===== config.mk =====
export PLATFORM = sky130hd
export DESIGN_NAME = neurosync_round_sequencer
export DESIGN_NICKNAME = d
export VERILOG_FILES = /design/src/rtl/neurosync_round_sequencer.sv
export SDC_FILE = /design/constraint.sdc
export NUM_CORES = 1
export LEC_CHECK = 0
export ABC_AREA = 1
export BUFFER_PORTS_ARGS = -buffer_cell sky130_fd_sc_hd__buf_2
export CAP_MARGIN = 10
export CORE_MARGIN = 2
export CORE_UTILIZATION = 39
export DETAILED_ROUTE_END_ITERATION = 8
export GPL_TIMING_DRIVEN = 0
export HOLD_SLACK_MARGIN = 0.03
export PLACE_DENSITY_LB_ADDON = 0.1
export SLEW_MARGIN = 20
export SYNTH_ARGS = -nofsm -noshare
export SYNTH_HDL_FRONTEND = slang
export SYNTH_SLANG_ARGS = --single-unit

===== constraint.sdc =====
create_clock -name clk_i -period 2.4 [get_ports clk_i]
set_input_delay 0.36 -clock clk_i [delete_from_list [all_inputs] [get_ports clk_i]]
set_output_delay 0.36 -clock clk_i [all_outputs]
set_load 0.1 [all_outputs]

===== src/rtl/neurosync_round_sequencer.sv =====
// neurosync_round_sequencer: replays one NeuroSync round on the LEDs, then checks the player's presses
//
// Ports:
//   clk_i, rst_ni        clock (rising edge), asynchronous active-low reset
//   start_round_i        pulse, accepted only in IDLE; latches round_len_i
//   abort_i              synchronous abort to IDLE, suppresses any result pulse
//   round_len_i          last step index of the round
//   mem_data_i           one-hot step from sequence memory (valid the cycle after mem_addr_o)
//   botoes_i             synchronised player buttons
//   mem_addr_o           registered memory read address
//   leds_o               registered LED drive
//   busy_o               high whenever the state is not IDLE
//   rodada_ok_o/erro_o/timeout_o  one-cycle result pulses, asserted while in RESULT
//   db_estado_o          current state encoding
//
// Optional feature: define NEUROSYNC_INPUT_ECHO_EN to echo botoes_i on the LEDs during WAIT_PLAY.
module neurosync_round_sequencer #(
  parameter int ADDR_W         = 4,
  parameter int ON_CYCLES      = 1000,
  parameter int OFF_CYCLES     = 250,
  parameter int TIMEOUT_CYCLES = 5000
) (
  input  logic              clk_i,
  input  logic              rst_ni,
  input  logic              start_round_i,
  input  logic              abort_i,
  input  logic [ADDR_W-1:0] round_len_i,
  input  logic [3:0]        mem_data_i,
  input  logic [3:0]        botoes_i,
  output logic [ADDR_W-1:0] mem_addr_o,
  output logic [3:0]        leds_o,
  output logic              busy_o,
  output logic              rodada_ok_o,
  output logic              erro_o,
  output logic              timeout_o,
  output logic [3:0]        db_estado_o
);
  localparam int MAX_SHOW = ON_CYCLES > OFF_CYCLES ? ON_CYCLES : OFF_CYCLES;
  localparam int MAX_CNT  = MAX_SHOW > TIMEOUT_CYCLES ? MAX_SHOW : TIMEOUT_CYCLES;
  localparam int CW       = MAX_CNT > 1 ? $clog2(MAX_CNT) : 1;
  localparam logic [3:0] IDLE      = 4'd0;
  localparam logic [3:0] S_FETCH   = 4'd1;
  localparam logic [3:0] S_LOAD    = 4'd2;
  localparam logic [3:0] SHOW_ON   = 4'd3;
  localparam logic [3:0] SHOW_OFF  = 4'd4;
  localparam logic [3:0] P_FETCH   = 4'd5;
  localparam logic [3:0] P_LOAD    = 4'd6;
  localparam logic [3:0] WAIT_PLAY = 4'd7;
  localparam logic [3:0] RESULT    = 4'd8;
  logic [3:0]        state_q, state_d;
  logic [ADDR_W-1:0] addr_q, addr_d, len_q, len_d;
  logic [3:0]        step_q, step_d, leds_q, leds_d;
  logic [CW-1:0]     cnt_q, cnt_d;
  logic              ok_q, ok_d, err_q, err_d, to_q, to_d, armed_q, armed_d;
  logic              press;
  // A press is taken only on a fresh edge: armed drops on acceptance and
  // re-arms after any cycle with all buttons released, so held buttons never
  // count twice and presses carried over from a previous round are ignored.
  assign press = state_q == WAIT_PLAY && armed_q && botoes_i != 4'd0;
  always_comb begin
    state_d = state_q;
    addr_d  = addr_q;
    len_d   = len_q;
    step_d  = step_q;
    cnt_d   = cnt_q;
    ok_d    = 1'b0;
    err_d   = 1'b0;
    to_d    = 1'b0;
    armed_d = press ? 1'b0 : botoes_i == 4'd0 ? 1'b1 : armed_q;
    case (state_q)
      IDLE: if (start_round_i) begin
        state_d = S_FETCH;
        addr_d  = '0;
        len_d   = round_len_i;
      end
      S_FETCH: state_d = S_LOAD;
      S_LOAD: begin
        step_d  = mem_data_i;
        cnt_d   = '0;
        state_d = SHOW_ON;
      end
      SHOW_ON: if (cnt_q == CW'(ON_CYCLES - 1)) begin
        cnt_d   = '0;
        state_d = SHOW_OFF;
      end else cnt_d = cnt_q + CW'(1);
      SHOW_OFF: if (cnt_q == CW'(OFF_CYCLES - 1)) begin
        cnt_d   = '0;
        state_d = addr_q < len_q ? S_FETCH : P_FETCH;
        addr_d  = addr_q < len_q ? addr_q + ADDR_W'(1) : '0;
      end else cnt_d = cnt_q + CW'(1);
      P_FETCH: state_d = P_LOAD;
      P_LOAD: begin
        step_d  = mem_data_i;
        cnt_d   = '0;
        state_d = WAIT_PLAY;
      end
      WAIT_PLAY: begin
        // An accepted press is evaluated before the timeout, so a press on
        // the final timeout cycle still counts.
        if (press) begin
          if (botoes_i != step_q) begin
            err_d   = 1'b1;
            state_d = RESULT;
          end else if (addr_q == len_q) begin
            ok_d    = 1'b1;
            state_d = RESULT;
          end else begin
            addr_d  = addr_q + ADDR_W'(1);
            state_d = P_FETCH;
          end
        end else if (cnt_q == CW'(TIMEOUT_CYCLES - 1)) begin
          to_d    = 1'b1;
          state_d = RESULT;
        end else cnt_d = cnt_q + CW'(1);
      end
      RESULT: state_d = IDLE;
      default: state_d = IDLE;
    endcase
    if (abort_i) begin
      state_d = IDLE;
      cnt_d   = '0;
      ok_d    = 1'b0;
      err_d   = 1'b0;
      to_d    = 1'b0;
    end
`ifdef NEUROSYNC_INPUT_ECHO_EN
    leds_d = state_d == SHOW_ON ? step_d : (state_q == WAIT_PLAY && !abort_i) ? botoes_i : 4'd0;
`else
    leds_d = state_d == SHOW_ON ? step_d : 4'd0;
`endif
  end
  always_ff @(posedge clk_i or negedge rst_ni) begin
    if (!rst_ni) begin
      state_q <= IDLE;
      addr_q  <= '0;
      len_q   <= '0;
      step_q  <= '0;
      cnt_q   <= '0;
      leds_q  <= '0;
      ok_q    <= 1'b0;
      err_q   <= 1'b0;
      to_q    <= 1'b0;
      armed_q <= 1'b0;
    end else begin
      state_q <= state_d;
      addr_q  <= addr_d;
      len_q   <= len_d;
      step_q  <= step_d;
      cnt_q   <= cnt_d;
      leds_q  <= leds_d;
      ok_q    <= ok_d;
      err_q   <= err_d;
      to_q    <= to_d;
      armed_q <= armed_d;
    end
  end
  assign mem_addr_o  = addr_q;
  assign leds_o      = leds_q;
  assign busy_o      = state_q != IDLE;
  assign rodada_ok_o = ok_q;
  assign erro_o      = err_q;
  assign timeout_o   = to_q;
  assign db_estado_o = state_q;
endmodule


-- After elaboration in Yosys (flattened, before gate mapping)
Cells that the tools add are included.
- flip-flop bits (word level): 37
- memory bits (writable): 0
- latch bits: 0
- word-level logic and storage cells: 86
- input bits: 16
- ROM bits: 0
- memories: 0
- equality and inequality tests: 20
- mux-type cells: 40
- order comparisons: 1
- $mul: 0
- add/subtract/negate cells: 2
- div/mod/pow operators: 0
- reductions and logical operators: 13
- bitwise logic cells: 0
- shift operators: 0
- operator list (cell ; number):
    $mux 13 ; 5
    $mux 4 ; 16
    $pmux 13 s4 ; 1
    $pmux 4 s8 ; 1
    $eq 4x3->1 const B ; 4
    $mux 1 ; 15
    $add 13x1->13 const B ; 1
    $eq 13x10->1 const B ; 1
    $eq 13x13->1 const B ; 1
    $eq 13x8->1 const B ; 1
    $eq 4x2->1 const B ; 3
    $pmux 4 s3 ; 1
    $ne 2x2->1 const B ; 5
    $logic_not 4->1 ; 2
    $reduce_bool 4->1 ; 2
    $ne 3x3->1 const B ; 2
    $reduce_and 6->1 ; 1
    $reduce_bool 5->1 ; 1
    $add 4x1->4 const B ; 1
    $eq 4x1->1 const B ; 1
    $eq 4x4->1 ; 1
    $lt 4x4->1 ; 1
    $ne 4x4->1 ; 1
    $mux 3 ; 1
    6 further kinds ; 7

-- Logic depth before layout (Yosys ltp)
- depth after elaboration: 8
- gate-level depth with buffers: 13
- gate-level depth less buffers: 13

-- Least setup slack after synthesis
OpenSTA, ideal clock, no wires.
- path kind: register to register
- from: reg addr_q[1], in the netlist mem_addr_o[1]
- to: reg leds_q[0], in the netlist leds_o[0]
- cell stages (with the launch flop): 13
- arrival: 2.238 ns
- path buffers: 0
- library setup time: 0.072 ns
- required time: 2.328 ns
- path slack: 0.091 ns
- cells stage by stage: dfrtp_1 > ha_1 > inv_1 > nor2_1 > o21ai_0 > nand2_1 > nand2_1 > nand2_1 > nor2_1 > nand2_1 > nor2_1 > nand2_2 > nor2_1
- word-level cells in the longest chain between the ends: 8
- RTL lines (what ; line ; source):
    start: declaration ; 51 ; logic [ADDR_W-1:0] addr_q, addr_d, len_q, len_d;
    start signal: assignment ; 146 ; addr_q <= addr_d;
    branches (longest 4 deep; another with $lt 4x4->1) ; - ;
    $pmux 4 s8 * ; 70 ; case (state_q)
    $mux 4 * ; 119 ; if (abort_i) begin
    $eq 4x2->1 * ; 129 ; leds_d = state_d == SHOW_ON ? step_d : 4'd0;
    $mux 4 * ; 129 ;
    net leds_d[0] ; 52 ; logic [3:0] step_q, step_d, leds_q, leds_d;
    end signal: assignment ; 150 ; leds_q <= leds_d;
    end: declaration ; 52 ;
Mark *: on every way through the listed nets, which the timed path passes.
A chain may end at the register's enable or synchronous reset.

-- Worst setup path after layout
- from: reg addr_q[1], in the netlist mem_addr_o[1]
- to: reg leds_q[1], in the netlist leds_o[1]
The elaborated chain is that of the path after synthesis.

==> out/summary.txt <==
DIE WIDTH: 82.0 um
Vias in the first global route: 2026
Area growth, synth to finish: 14.8%
Setup Skew: 0.00421 ns
RD Place Congestion: 0.876
Worst-margin pin slew: 0.826 ns
Final Max Slew Viols: 0
PnR worst setup slack: 0.439 ns
Vias post-DR: 2128
Root Driver: clkbuf_8
Fraction of registers with async set/reset: 100%
Iter 0 DRT Violations: 96
Antenna Cells: 0
Clk Latency, worst-skew pair: 0.29 ns
HPWL Detailed: 4220 um
Req. time, crit path: 2.63 ns
Global route overflow: 0
H-tree depth: 2
Final worst-path cycle share: 81.7%
Die ar.: 6720 sq um
Setup crit start kind: flip-flop
RSZ-0062 raised after global routing: no
Vias per std cell: 4.79
Net Count, Synth: 353
Most used DFF post-synth: dfrtp_1
Post-synth cell types: 32
Yosys reg bits: 37
Starting Density: 40.3%
Total track usage: 18.4%
Final Hold Viols: 0
Post-route DRC: 0
CTS Buf Count: 5
Crit end category: flip-flop
Setup CP Type: reg2reg
Synth Warn #: 0
DR WL/cell: 12.0 um
HP Class: in2async
Clock slew at reported path FFs: 0.07 ns
Worst r2r path cells: 12
IO Count: 32
Synth Instances: 330
Fill cell count: 628
Fmax: 510 MHz
Finished Layout Cells: 444
# hold bufs at CTS: 0
Setup-failing EPs final: 0
Layout cells sized above 1: 19.5%
Resized Gates After CTS: 0
CTS tree: built
Worst Path Max Fanout: 5
Drt first pass iters: 4
Core outline area: 5890 sq um
Row Count: 28
Die Span Y: 82.0 um
I/O Buffers: 31
Power Dens Cells: 606 nW/um^2
Antenna violations before repair: 0
First-pass GRT wire length: 9390 um
Post-synthesis instance area: 2370 sq um
Placed cell count: 436
Largest net degree at the start of global routing: 38
Seq/Total Area, Yosys: 39.1%
Leakage power: 1.50 nW
Dpl ws: 0.418 ns
Peak VDD IR: 0.000370 V
Outcome: complete, no violations
Setup bufs post-CTS: 0
DRT antenna net count: 0
Crit path DAT: 2.19 ns
Clock sink total: 37
Synthesized area per cell: 7.18 sq um
Fin nets: 391
Slew headroom: 44.9%
Drt total wl: 5320 um
Crit path time final: 1.96 ns
Setup TNS: 0 ns
Number of synthesized flops with an enable pin: 0
Max-cap violations: 0
Worst-case clock buffer depth: 2
synthesized netlist by cell type (2+ instances only):
master,instances,share of area [%]
nor3_1,7,1.5
dfrtp_1,37,39
nand3_2,2,0.84
nand2_4,4,1.9
nand4_1,6,1.6
o21ai_1,3,0.63
inv_1,45,7.1
a21oi_2,2,0.74
nand2_2,7,1.8
nor2_1,47,7.4
xor2_1,5,1.8
o21ai_0,12,2.5
nor2_4,4,1.9
inv_2,3,0.47
nand3_1,25,5.3
nand2_1,91,14
a21oi_1,7,1.5
ha_1,7,3.7
nor2_2,3,0.79
cell type report:
class                      count  area (sq um)  share of cell area [%]
sequential                    37           926                    34.0
tap                           75          93.8                    3.45
multi-input combinational    241          1240                    45.5
timing repair buffer          31           155                    5.70
clock inverter                 1          5.00                   0.184
inverter                      50           190                    6.99
clock buffer                   7          96.3                    3.54
buffer                         2          16.3                   0.598
power by group:
group / switching (W) / leakage [nW] / internal [W]
Sequential: 0.0000423 / 0.485 / 0.000691
Combinational: 0.000308 / 0.958 / 0.000124
Clock: 0.000225 / 0.0542 / 0.000260
kinds of logic after synthesis:
kind of cell	Yosys count	synth area share, %
xor gates and xnor gates	6	2.22
muxes	1	0.475
buffers and inverters	52	8.71
and+or+nand+nor	200	39.5
DFF	37	39.1
AOI/OAI and AO/OA	27	6.33
adders and majority gates	7	3.69
stage by stage:
stage                     cell area [sq um]  total power (W)  hold slack, ns  utilization [%]
after floorplan                        2370          0.00107          0.0644                -
after global placement                 2620          0.00117           0.478             44.5
after detailed placement               2620          0.00118           0.503             44.5
after CTS                              2720          0.00167           0.216             46.2
after global routing                   2720          0.00177           0.251             46.2
final                                  2720          0.00165           0.164             46.2
flip-flops by register name (all words and copies together), names as in the netlist:
name,flops
timeout_o,1
erro_o,1
mem_addr_o,4
step_q,4
len_q,4
db_estado_o,4
leds_o,4
armed_q,1
rodada_ok_o,1
cnt_q,13
layout by cell type (no fill, tap or decap), types with 2 or more instances in the layout:
cell type and n:
nand2_1 91, nor2_1 47, inv_1 45, dfrtp_1 37, buf_2 32, nand3_1 25, o21ai_0 12, nand2_2 7
a21oi_1 7, nor3_1 7, ha_1 7, clkbuf_8 7, nand4_1 6, xor2_1 5, nand2_4 4, nor2_4 4
inv_2 3, o21ai_1 3, nor2_2 3, a21oi_2 2, nand3_2 2
worst paths after layout:
check,end,slack (ns),from
min in group clk_i,db_estado_o[2],0.28,abort_i
max in group asynchronous,db_estado_o[3],1.71,rst_ni
max reg2reg,leds_o[1],0.44,mem_addr_o[1]
min,mem_addr_o[2],0.16,rst_ni
max,leds_o[1],0.44,mem_addr_o[1]
min reg2reg,armed_q,0.51,armed_q
routing by layer:
metal / part of all wire, % / GRT usage, % / vias up / routed length, um
li1: - / - / 1111 / -
met1: 49 / 25.2 / 967 / 2630
met2: 44 / 28.1 / 41 / 2350
met3: 4.5 / 4.62 / 9 / 240
met4: 1.8 / 6.17 / 0 / 97
met5: 0 / 0 / - / 0
critical path, cell delays in order (launching register included):
cell	delay [ns]
dfrtp_1	0.44
ha_1	0.33
inv_1	0.06
nor2_1	0.03
o21ai_0	0.19
nand2_1	0.14
nand2_1	0.08
nand2_1	0.04
nor2_1	0.18
nand2_1	0.08
nor2_1	0.12
nand2_2	0.10
nor2_1	0.10
(Power assumes the default switching activity.)
